### config.mk
export PLATFORM = sky130hd
export DESIGN_NAME = branch_sequencer
export DESIGN_NICKNAME = d
export VERILOG_FILES = /design/src/rtl/branch_seq_pkg.sv /design/src/rtl/m_cycle_timer.sv /design/src/rtl/branch_sequencer.sv
export SDC_FILE = /design/constraint.sdc
export NUM_CORES = 1
export LEC_CHECK = 0
export CAP_MARGIN = 20
export CORE_ASPECT_RATIO = 1.5
export CORE_MARGIN = 1
export CORE_UTILIZATION = 42
export CTS_BUF_LIST = sky130_fd_sc_hd__clkbuf_16
export DETAILED_ROUTE_END_ITERATION = 8
export PLACE_DENSITY_LB_ADDON = 0.12
export REMOVE_ABC_BUFFERS = 1
export SYNTH_ARGS = -nofsm -noshare
export SYNTH_HDL_FRONTEND = slang
export SYNTH_SLANG_ARGS = --single-unit
### constraint.sdc
create_clock -name i_Clk -period 2 [get_ports i_Clk]
set_clock_uncertainty 0.2 [all_clocks]
set_input_delay 0.2 -clock i_Clk [delete_from_list [all_inputs] [get_ports i_Clk]]
set_output_delay 0.2 -clock i_Clk [all_outputs]
set_load 0.005 [all_outputs]
### src/rtl/branch_seq_pkg.sv
// Shared encodings for the SM83 control-flow sequencer: op codes, FSM states,
// address-select values and the level/pulse output bundles.
package branch_seq_pkg;

  typedef enum logic [1:0] {
    OP_JP   = 2'b00,
    OP_JR   = 2'b01,
    OP_CALL = 2'b10,
    OP_RET  = 2'b11
  } op_e;

  typedef enum logic [3:0] {
    S_IDLE    = 4'd0,
    S_RD_LO   = 4'd1,
    S_RD_HI   = 4'd2,
    S_RD_OFF  = 4'd3,
    S_COND    = 4'd4,
    S_PUSH_HI = 4'd5,
    S_PUSH_LO = 4'd6,
    S_POP_LO  = 4'd7,
    S_POP_HI  = 4'd8,
    S_EXEC    = 4'd9,
    S_FETCH   = 4'd10
  } state_e;

  localparam logic [1:0] ADDR_NONE = 2'b00;
  localparam logic [1:0] ADDR_PC   = 2'b01;
  localparam logic [1:0] ADDR_SP   = 2'b10;

  // Held for the whole M-cycle.
  typedef struct packed {
    logic [1:0] addr_sel;
    logic       mem_rd;
    logic       data_sel;
    logic       ir_fetch;
  } level_t;

  // Only meaningful on the last, unwaited step of an M-cycle.
  typedef struct packed {
    logic mem_wr;
    logic latch_z;
    logic latch_w;
    logic pc_inc;
    logic sp_inc;
    logic sp_dec;
    logic pc_load_wz;
    logic pc_add_z;
    logic done;
  } pulse_t;

  function automatic state_e first_state(input op_e op, input logic always_f);
    state_e s;
    case (op)
      OP_JP, OP_CALL: s = S_RD_LO;
      OP_JR:          s = S_RD_OFF;
      OP_RET:         s = always_f ? S_POP_LO : S_COND;
      default:        s = S_IDLE;
    endcase
    return s;
  endfunction

  // EXEC is the one M-cycle whose effect depends on the instruction.
  function automatic pulse_t exec_pulses(input op_e op);
    pulse_t p;
    p = '0;
    case (op)
      OP_JP, OP_RET: p.pc_load_wz = 1'b1;
      OP_JR:         p.pc_add_z   = 1'b1;
      OP_CALL:       p.sp_dec     = 1'b1;
      default:       p = '0;
    endcase
    return p;
  endfunction

endpackage

### src/rtl/m_cycle_timer.sv
// T-step counter for one M-cycle: counts 0..STEPS-1 while running, holds
// under wait, and sits at 0 while idle.
module m_cycle_timer #(
  parameter int  STEPS = 4,
  localparam int SW    = $clog2(STEPS)
) (
  input  logic          i_Clk,
  input  logic          i_Reset_n,
  input  logic          i_Run,
  input  logic          i_Wait,
  output logic [SW-1:0] o_Step,
  output logic          o_Last
);

  localparam logic [SW-1:0] LAST_STEP = SW'(STEPS - 1);

  logic [SW-1:0] step_q;
  logic [SW-1:0] step_d;

  always_comb begin
    step_d = step_q;
    if (!i_Run)                  step_d = '0;
    else if (i_Wait)             step_d = step_q;
    else if (step_q == LAST_STEP) step_d = '0;
    else                         step_d = step_q + 1'b1;
  end

  always_ff @(posedge i_Clk) begin
    if (!i_Reset_n) step_q <= '0;
    else            step_q <= step_d;
  end

  assign o_Step = step_q;
  assign o_Last = i_Run && (step_q == LAST_STEP);

endmodule

### src/rtl/branch_sequencer.sv
// Self-timed microcode sequencer for JP/JR/CALL/RET. Launched by i_Start from
// IDLE, it walks its M-cycles and signals completion with a one-cycle o_Done.
//
// Launch protocol: i_Start is sampled only while o_Busy is low; o_Done pulses
// on the final step of FETCH and o_Busy drops on the following clock, where a
// new i_Start is already accepted. There is no back-pressure on the launcher.
module branch_sequencer
  import branch_seq_pkg::*;
#(
  parameter int  STEPS  = 4,
  parameter int  COND_N = 4,
  localparam int SW     = $clog2(STEPS)
) (
  input  logic              i_Clk,
  input  logic              i_Reset_n,
  input  logic              i_Start,
  input  logic [1:0]        i_Op,
  input  logic [COND_N-1:0] i_Y,
  input  logic [COND_N-1:0] i_Conditions,
  input  logic              i_Always,
  input  logic              i_Wait,
  output logic              o_Busy,
  output logic [1:0]        o_Addr_Sel,
  output logic              o_Mem_Rd,
  output logic              o_Mem_Wr,
  output logic              o_Data_Sel,
  output logic              o_Latch_Z,
  output logic              o_Latch_W,
  output logic              o_PC_Inc,
  output logic              o_SP_Inc,
  output logic              o_SP_Dec,
  output logic              o_PC_Load_WZ,
  output logic              o_PC_Add_Z,
  output logic              o_IR_Fetch,
  output logic              o_Done,
  output logic [3:0]        o_Dbg_State,
  output logic [SW-1:0]     o_Dbg_Step,
  output logic [2:0]        o_Dbg_Mcycle
);

  state_e      state_q, state_d;
  op_e         op_q, op_d;
  logic        taken_q, taken_d;
  logic        always_q, always_d;
  logic [2:0]  mcycle_q, mcycle_d;

  logic          run;
  logic          last_step;
  logic          advance;
  logic [SW-1:0] step;
  logic          accept;

  level_t level;
  pulse_t pulse_raw;
  pulse_t pulse;

  assign run     = (state_q != S_IDLE);
  assign accept  = (state_q == S_IDLE) && i_Start;
  assign advance = last_step && !i_Wait;

  m_cycle_timer #(
    .STEPS (STEPS)
  ) u_timer (
    .i_Clk     (i_Clk),
    .i_Reset_n (i_Reset_n),
    .i_Run     (run),
    .i_Wait    (i_Wait),
    .o_Step    (step),
    .o_Last    (last_step)
  );

  // State register plus the instruction context captured at launch.
  always_ff @(posedge i_Clk) begin
    if (!i_Reset_n) begin
      state_q  <= S_IDLE;
      op_q     <= OP_JP;
      taken_q  <= 1'b0;
      always_q <= 1'b0;
      mcycle_q <= '0;
    end else begin
      state_q  <= state_d;
      op_q     <= op_d;
      taken_q  <= taken_d;
      always_q <= always_d;
      mcycle_q <= mcycle_d;
    end
  end

  always_comb begin
    op_d     = op_q;
    taken_d  = taken_q;
    always_d = always_q;
    if (accept) begin
      op_d     = op_e'(i_Op);
      taken_d  = (|(i_Y & i_Conditions)) | i_Always;
      always_d = i_Always;
    end
  end

  always_comb begin
    mcycle_d = mcycle_q;
    if (state_d == S_IDLE) mcycle_d = '0;
    else if (advance)      mcycle_d = mcycle_q + 3'd1;
  end

  // Next-state logic: launch from IDLE, otherwise move only on an unwaited last step.
  always_comb begin
    state_d = state_q;
    if (state_q == S_IDLE) begin
      if (i_Start) state_d = first_state(op_e'(i_Op), i_Always);
    end else if (advance) begin
      case (state_q)
        S_RD_LO:             state_d = S_RD_HI;
        S_RD_HI, S_RD_OFF:   state_d = taken_q ? S_EXEC : S_FETCH;
        S_COND:              state_d = taken_q ? S_POP_LO : S_FETCH;
        S_POP_LO:            state_d = S_POP_HI;
        S_POP_HI:            state_d = S_EXEC;
        S_EXEC:              state_d = (op_q == OP_CALL) ? S_PUSH_HI : S_FETCH;
        S_PUSH_HI:           state_d = S_PUSH_LO;
        S_PUSH_LO:           state_d = S_FETCH;
        S_FETCH:             state_d = S_IDLE;
        default:             state_d = S_IDLE;
      endcase
    end
  end

  // Output decode from registered state; pulses are gated by the timer.
  always_comb begin
    level     = '0;
    pulse_raw = '0;
    case (state_q)
      S_RD_LO: begin
        level.addr_sel    = ADDR_PC;
        level.mem_rd      = 1'b1;
        pulse_raw.latch_z = 1'b1;
        pulse_raw.pc_inc  = 1'b1;
      end
      S_RD_HI: begin
        level.addr_sel    = ADDR_PC;
        level.mem_rd      = 1'b1;
        pulse_raw.latch_w = 1'b1;
        pulse_raw.pc_inc  = 1'b1;
      end
      S_RD_OFF: begin
        level.addr_sel    = ADDR_PC;
        level.mem_rd      = 1'b1;
        pulse_raw.latch_z = 1'b1;
        pulse_raw.pc_inc  = 1'b1;
      end
      S_POP_LO: begin
        level.addr_sel    = ADDR_SP;
        level.mem_rd      = 1'b1;
        pulse_raw.latch_z = 1'b1;
        pulse_raw.sp_inc  = 1'b1;
      end
      S_POP_HI: begin
        level.addr_sel    = ADDR_SP;
        level.mem_rd      = 1'b1;
        pulse_raw.latch_w = 1'b1;
        pulse_raw.sp_inc  = 1'b1;
      end
      S_PUSH_HI: begin
        level.addr_sel    = ADDR_SP;
        level.data_sel    = 1'b1;
        pulse_raw.mem_wr  = 1'b1;
        pulse_raw.sp_dec  = 1'b1;
      end
      S_PUSH_LO: begin
        level.addr_sel       = ADDR_SP;
        pulse_raw.mem_wr     = 1'b1;
        pulse_raw.pc_load_wz = 1'b1;
      end
      S_EXEC: begin
        pulse_raw = exec_pulses(op_q);
      end
      S_FETCH: begin
        level.ir_fetch = 1'b1;
        pulse_raw.done = 1'b1;
      end
      default: begin
        level     = '0;
        pulse_raw = '0;
      end
    endcase
    pulse = advance ? pulse_raw : '0;
  end

  assign o_Busy       = run;
  assign o_Addr_Sel   = level.addr_sel;
  assign o_Mem_Rd     = level.mem_rd;
  assign o_Data_Sel   = level.data_sel;
  assign o_IR_Fetch   = level.ir_fetch;
  assign o_Mem_Wr     = pulse.mem_wr;
  assign o_Latch_Z    = pulse.latch_z;
  assign o_Latch_W    = pulse.latch_w;
  assign o_PC_Inc     = pulse.pc_inc;
  assign o_SP_Inc     = pulse.sp_inc;
  assign o_SP_Dec     = pulse.sp_dec;
  assign o_PC_Load_WZ = pulse.pc_load_wz;
  assign o_PC_Add_Z   = pulse.pc_add_z;
  assign o_Done       = pulse.done;

  assign o_Dbg_State  = state_q;
  assign o_Dbg_Step   = step;
  assign o_Dbg_Mcycle = mcycle_q;

endmodule

-- Yosys cells after proc, flatten, opt, wreduce, memory -nomap -nowiden
Cells that the tools add are included.
W data, S select, Z words.
- bits in registers: 12
- bits of input ports: 15
- output and inout bits: 24
- word-level logic and storage cells: 75
- add/sub/neg operators: 2
- equal/unequal tests: 17
- muxes and demuxes: 26
- bitwise gates (word level): 3
- reduce and logical (&&, ||, !) cells: 22
- operator list (cell ; count):
    $pmux W4 S8 ; 1
    $mux W4 ; 5
    $eq A4 B3 Y1 const B ; 4
    $reduce_or A2 Y1 ; 7
    $eq A4 B4 Y1 const B ; 3
    $mux W1 ; 12
    $pmux W4 S3 ; 1
    $eq A2 B2 Y1 const B ; 5
    $mux W9 ; 1
    $eq A4 B2 Y1 const B ; 2
    $logic_not A4 Y1 ; 2
    $reduce_or A4 Y1 ; 2
    $mux W2 ; 3
    $reduce_or A3 Y1 ; 2
    $reduce_or A5 Y1 ; 1
    $and A4 B4 Y4 ; 1
    $eq A2 B1 Y1 const B ; 2
    $eq A4 B1 Y1 const B ; 1
    $logic_not A2 Y1 ; 2
    $pmux W1 S2 ; 2
    $pmux W2 S2 ; 1
    $reduce_bool A4 Y1 ; 1
    $add A3 B1 Y3 const B ; 1
    $logic_and A1 B1 Y1 ; 3
    other kinds (5) ; 5

-- Longest topological paths before layout
- depth in word-level cells: 7
- depth in mapped cells: 7
- mapped depth without buffers: 7

-- Modules after synthesis
A second synthesis with hierarchy kept.
- cells, all modules: 127
- area total of the unflattened synthesis: 998.5 um^2
- by module, submodules not included (module ; instances ; cells an instance ; area each (um^2) ; sequential area each (um^2)):
    branch_sequencer ; 1 ; 117 ; 903.4 ; 200.2
    m_cycle_timer ; 1 ; 10 ; 95.1 ; 40.0

-- Worst setup path after synthesis
No wires, ideal clock.
- path type: register to register
- start: register state_q[3] (netlist: o_Dbg_State[3])
- end: register mcycle_q[0] (netlist: o_Dbg_Mcycle[0])
- setup time: 0.130 ns
- data arrival time: 1.420 ns
- data required time: 1.670 ns
- path slack: 0.250 ns
- stages on the path, launching flop included: 8
- path buffers: 1
- clock period less this slack: 1.750 ns
- path through: dfxtp_1 buf_6 nor4_4 inv_2 nand3_1 o32ai_1 o21ai_1 a31oi_1
- cells in the longest elaborated chain, start to end: 7
- elaborated cells on any way between the ends: 20
- classes of those cells: 9 x eq/ne; 4 x mux; 7 x reduce/logical
- ends and longest elaborated chain (item ; RTL line ; text):
    from (decl) ; branch_sequencer.sv:41 ; state_e state_q, state_d;
    from (signal assigned) ; branch_sequencer.sv:81 ; state_q <= state_d;
    $reduce_bool A4 Y1 (*) ; branch_sequencer.sv:57 ; assign run = (state_q != S_IDLE);
    via o_Busy ; branch_sequencer.sv:22 ; output logic o_Busy,
    $logic_and A1 B1 Y1 (*) ; m_cycle_timer.sv:34 ; assign o_Last = i_Run && (step_q == LAST_STEP);
    $logic_and A1 B1 Y1 (*) ; branch_sequencer.sv:59 ; assign advance = last_step && !i_Wait;
    $mux W4 ; branch_sequencer.sv:111 ; end else if (advance) begin
    $mux W4 ; branch_sequencer.sv:109 ; if (state_q == S_IDLE) begin
    $logic_not A4 Y1 ; branch_sequencer.sv:102 ; if (state_d == S_IDLE) mcycle_d = '0;
    $reduce_or A2 Y1 (no line) ; n/a ;
    to (signal assigned) ; branch_sequencer.sv:85 ; mcycle_q <= mcycle_d;
    to (decl) ; branch_sequencer.sv:45 ; logic [2:0] mcycle_q, mcycle_d;
Mark *: on every way through the listed nets, which the timed path passes. The rest lies on a longest branch.
A chain may end at the register's enable or synchronous reset.

-- Final worst setup path
- start: register state_q[0] (netlist: o_Dbg_State[0])
- end: register state_q[0] (netlist: o_Dbg_State[0])
- cells in the longest elaborated chain, start to end: 5
- elaborated cells on any way between the ends: 18
- classes of those cells: 9 x eq/ne; 4 x mux; 5 x reduce/logical
- ends and longest elaborated chain (item ; RTL line):
    $eq A4 B2 Y1 or $reduce_bool A4 Y1 (tied branches) ; branch_sequencer.sv:112, branch_sequencer.sv:57
    $reduce_or A2 Y1 or $logic_and A1 B1 Y1 (tied branches) ; branch_sequencer.sv:112, m_cycle_timer.sv:34
    $pmux W4 S8 or $logic_and A1 B1 Y1 (tied branches) ; branch_sequencer.sv:112, branch_sequencer.sv:59
    $mux W4 ; branch_sequencer.sv:111
    $mux W4 (*) ; branch_sequencer.sv:109
Mark *: on every way between the ends. The rest lies on a longest branch, timed or not.

==> run_results.csv <==
group,metric,value,unit
status,status,"finished clean",
floorplan,io_pins,39,
global_route,grt_use_total,0.262,
global_route,grt-ovfl-total,0,
global_route,gr-usage-met2,0.499,
floorplan,core,2080,um^2
finish,layout-drive-gt1-share,0.270,
timing,rsz0062_at_grt,"false",
worst_setup_path,path_buf_inv,4,
worst_setup_path,cp_max_fo,7,
worst_setup_path,rr_endpoint,"o_Dbg_State[0]",
detailed_routing,vias_per_cell,5.69,
finish,fill_cells,152,
worst_hold_path,hold_path.class,"reg2reg",
worst_setup_path,rrSetupSlack,0.08,ns
worst_setup_path,required,1.92,ns
finish,antenna_cells,0,
placement,place_congestion,0.957,
synthesis,ys_ff_latch,12,
global_route,antenna_found_initial,0,
floorplan,start_util,0.452,
synthesis,synth_edf_count,0,
synthesis,async_reset_ff_frac,0,
worst_setup_path,worstSetupEndpointType,"flop",
placement,portBuffers,38,
timing,relSlewSlack,0.775,
worst_setup_path,cp_data_arrival_time,1.84,ns
synthesis,synth_top_cell_by_area,"dfxtp_1",
worst_setup_path,cp_cell_sequence,"buf_4 > nor4_4 > buf_4 > buf_6 > a32oi_2 > nor2_2 > buf_4 > or2_2",
detailed_routing,vias,1201,
worst_setup_path,r2r-start,"o_Dbg_State[0]",
synthesis,netlist_area,940,um^2
worst_setup_path,path_class,"reg2reg",
synthesis,synth_top_flop_cell,"dfxtp_1",
clocking,cts_sinks,12,
worst_setup_path,cp-startpoint,"o_Dbg_State[0]",
timing,drv_slew,0,
floorplan,rows,20,
worst_setup_path,path_delay_family,"buffers and inverters",
clocking,clk_latency,0.24,ns
synthesis,ys_types,38,
clocking,cts-hold-fix-buffers,0,
synthesis,synthCells,129,
worst_setup_path,crit_path_end,"o_Dbg_State[0]",
power,peakVddDrop,852,uV
power,power.density,1190,nW/um^2
worst_setup_path,worst_path_most_repeated_cell,"buf_4",
clocking,cts_buffers,3,
clocking,cts-root-buf,"clkbuf_16",
finish,ff_latch_area,254,um^2
finish,fin_nets,209,
floorplan,die_w,40.6,um
worst_setup_path,slowest_stage,"dfxtp_2",
detailed_routing,ant_nets,0,
timing,post-route-min-period,1.92,ns
global_route,grt_max_degree,11,
detailed_routing,wl_per_cell,15.4,um
power,p_leak,0.721,nW
timing,final_hold_viol_count,0,
detailed_routing,firstDrtPassIters,4,
worst_setup_path,ff2ff_path_depth,8,
finish,area_delta_synth_final,76.8,%
power,finalPower,1.98,mW
detailed_routing,drtIter0Drc,47,
synthesis,synth.area.top_cells,"dfxtp_1 26%, a21oi_1 6.4%, ha_1 5.3%",
timing,worst_pin_slew,0.338,ns
timing,setup_violations,0,
clocking,cts_tree,"done",
floorplan,die_y,59.9,um
detailed_routing,drcViolationCount,0,
global_route,grt_most_used_layer,"met2",
synthesis,seq_area_frac_synth,0.256,
timing,tns,0,ns
detailed_routing,routed_wl,3.25,mm
finish,multi_input_area,696,um^2
global_route,grt_first_pass_wirelength,4.45,mm
global_route,grt_pass1_vias,1060,
synthesis,yosys-top-cells-count,"12 x a21oi_1, 12 x dfxtp_1, 12 x nand2_1, 12 x nor2_1, 8 x o21ai_0",
timing,period_share,0.959,
job,maxCapViolCount,0,
worst_setup_path,start_kind,"flop",
clocking,htree_levels,1,
placement,dp_hpwl,2.24,mm
worst_setup_path,cp.depth,8,
global_route,grt_use_met3,0.0409,
floorplan,dieArea,2430,um^2
clocking,clkSlewWorstSetupHoldPaths,0.04,ns
synthesis,synth_area_per_cell,7.28,um^2
synthesis,ys.warnings.count,0,
worst_setup_path,slowest_delay,0.37,ns
timing,fmax,0.521,GHz
synthesis,synth_top_area_share,0.256,
clocking,clockBufferDepth,2,
global_route,grt_use_met1,0.247,
power breakdown:
part	internal (mW)	switching [mW]	total, mW
combinational	0.639	0.585	1.22
clock	0.263	0.104	0.367
sequential	0.309	0.0820	0.391
total	1.21	0.771	1.98
kinds of logic after synthesis:
group,Yosys count,share of synthesized area
simple gates,58,0.336
compound gates,34,0.221
buf+inv,15,0.0746
flops,12,0.256
fa+ha+maj,5,0.0639
xor+xnor,3,0.0280
mux,2,0.0213
flip-flops by register name, indices dropped and copies added (netlist names):
name / flops
o_Dbg_State: 4
taken_q: 1
op_q: 2
u_timer.o_Step: 2
o_Dbg_Mcycle: 3
cell type report:
cell class,instances,area share
Tap cell,22,0.0166
Sequential cell,12,0.153
Timing Repair Buffer,63,0.346
Clock inverter,1,0.00226
Inverter,8,0.0181
Clock buffer,3,0.0452
Multi-Input combinational cell,102,0.419
worst min-delay path, stage by stage, from the launching register on:
cell     delay, ns
dfxtp_2       0.32
nand2_1       0.05
a21oi_1       0.05
metal layers:
layer,share of wire,vias to the layer above
met5,0,-
met4,0.033,0
met3,0.049,14
met2,0.57,57
met1,0.35,545
li1,-,585
cell usage in the layout (no fill, tap or decap), types with 3 or more instances in the layout:
cell type / n
ha_1: 3
nor4_1: 3
a31oi_1: 3
dlymetal6s2s_1: 3
a21oi_1: 11
buf_6: 3
nand2b_1: 4
nor2b_1: 4
nand2_1: 12
dlygate4sd2_1: 9
dfxtp_1: 5
clkdlybuf4s50_1: 26
nand3_1: 7
inv_1: 5
inv_2: 3
clkbuf_16: 3
nor2_1: 10
nor3_1: 4
buf_4: 22
dfxtp_2: 5
o21ai_0: 8
worst min path at each step:
stage	start	endpoint	slack, ns	cells past startpoint
after floorplan	i_Reset_n	u_timer.o_Step[0]	0.14	2
after global placement	op_q[1]	op_q[1]	0.27	2
after detailed placement	op_q[0]	op_q[0]	0.28	2
after CTS	op_q[0]	op_q[0]	0.28	2
after global routing	op_q[0]	op_q[0]	0.29	2
final	op_q[0]	op_q[0]	0.27	2
metrics by stage:
| stage | utilization | worst slack (ns) | instances | hold slack (ns) | instance area, um^2 |
|---|---|---|---|---|---|
| 6_report | 0.800 | 0.0823 | 211 | 0.268 | 1660 |
| 5_1_grt | 0.800 | 0.0345 | 211 | 0.292 | 1660 |
| 4_1_cts | 0.763 | -0.0937 | 207 | 0.283 | 1590 |
| 3_5_place_dp | 0.702 | -0.199 | 202 | 0.280 | 1460 |
| 3_3_place_gp | 0.702 | -0.165 | 202 | 0.268 | 1460 |
| 2_1_floorplan | - | 0.152 | 122 | 0.144 | 900 |
timing repair:
| action | CTS | global route |
|---|---|---|
| buffers inserted | 1 | 4 |
| endpoints found under the setup margin | 12 | 9 |
| pin swaps | 1 | 2 |
| gates resized for setup | 27 | 14 |
| cloned | 0 | 0 |
(Power assumes the default switching activity.)
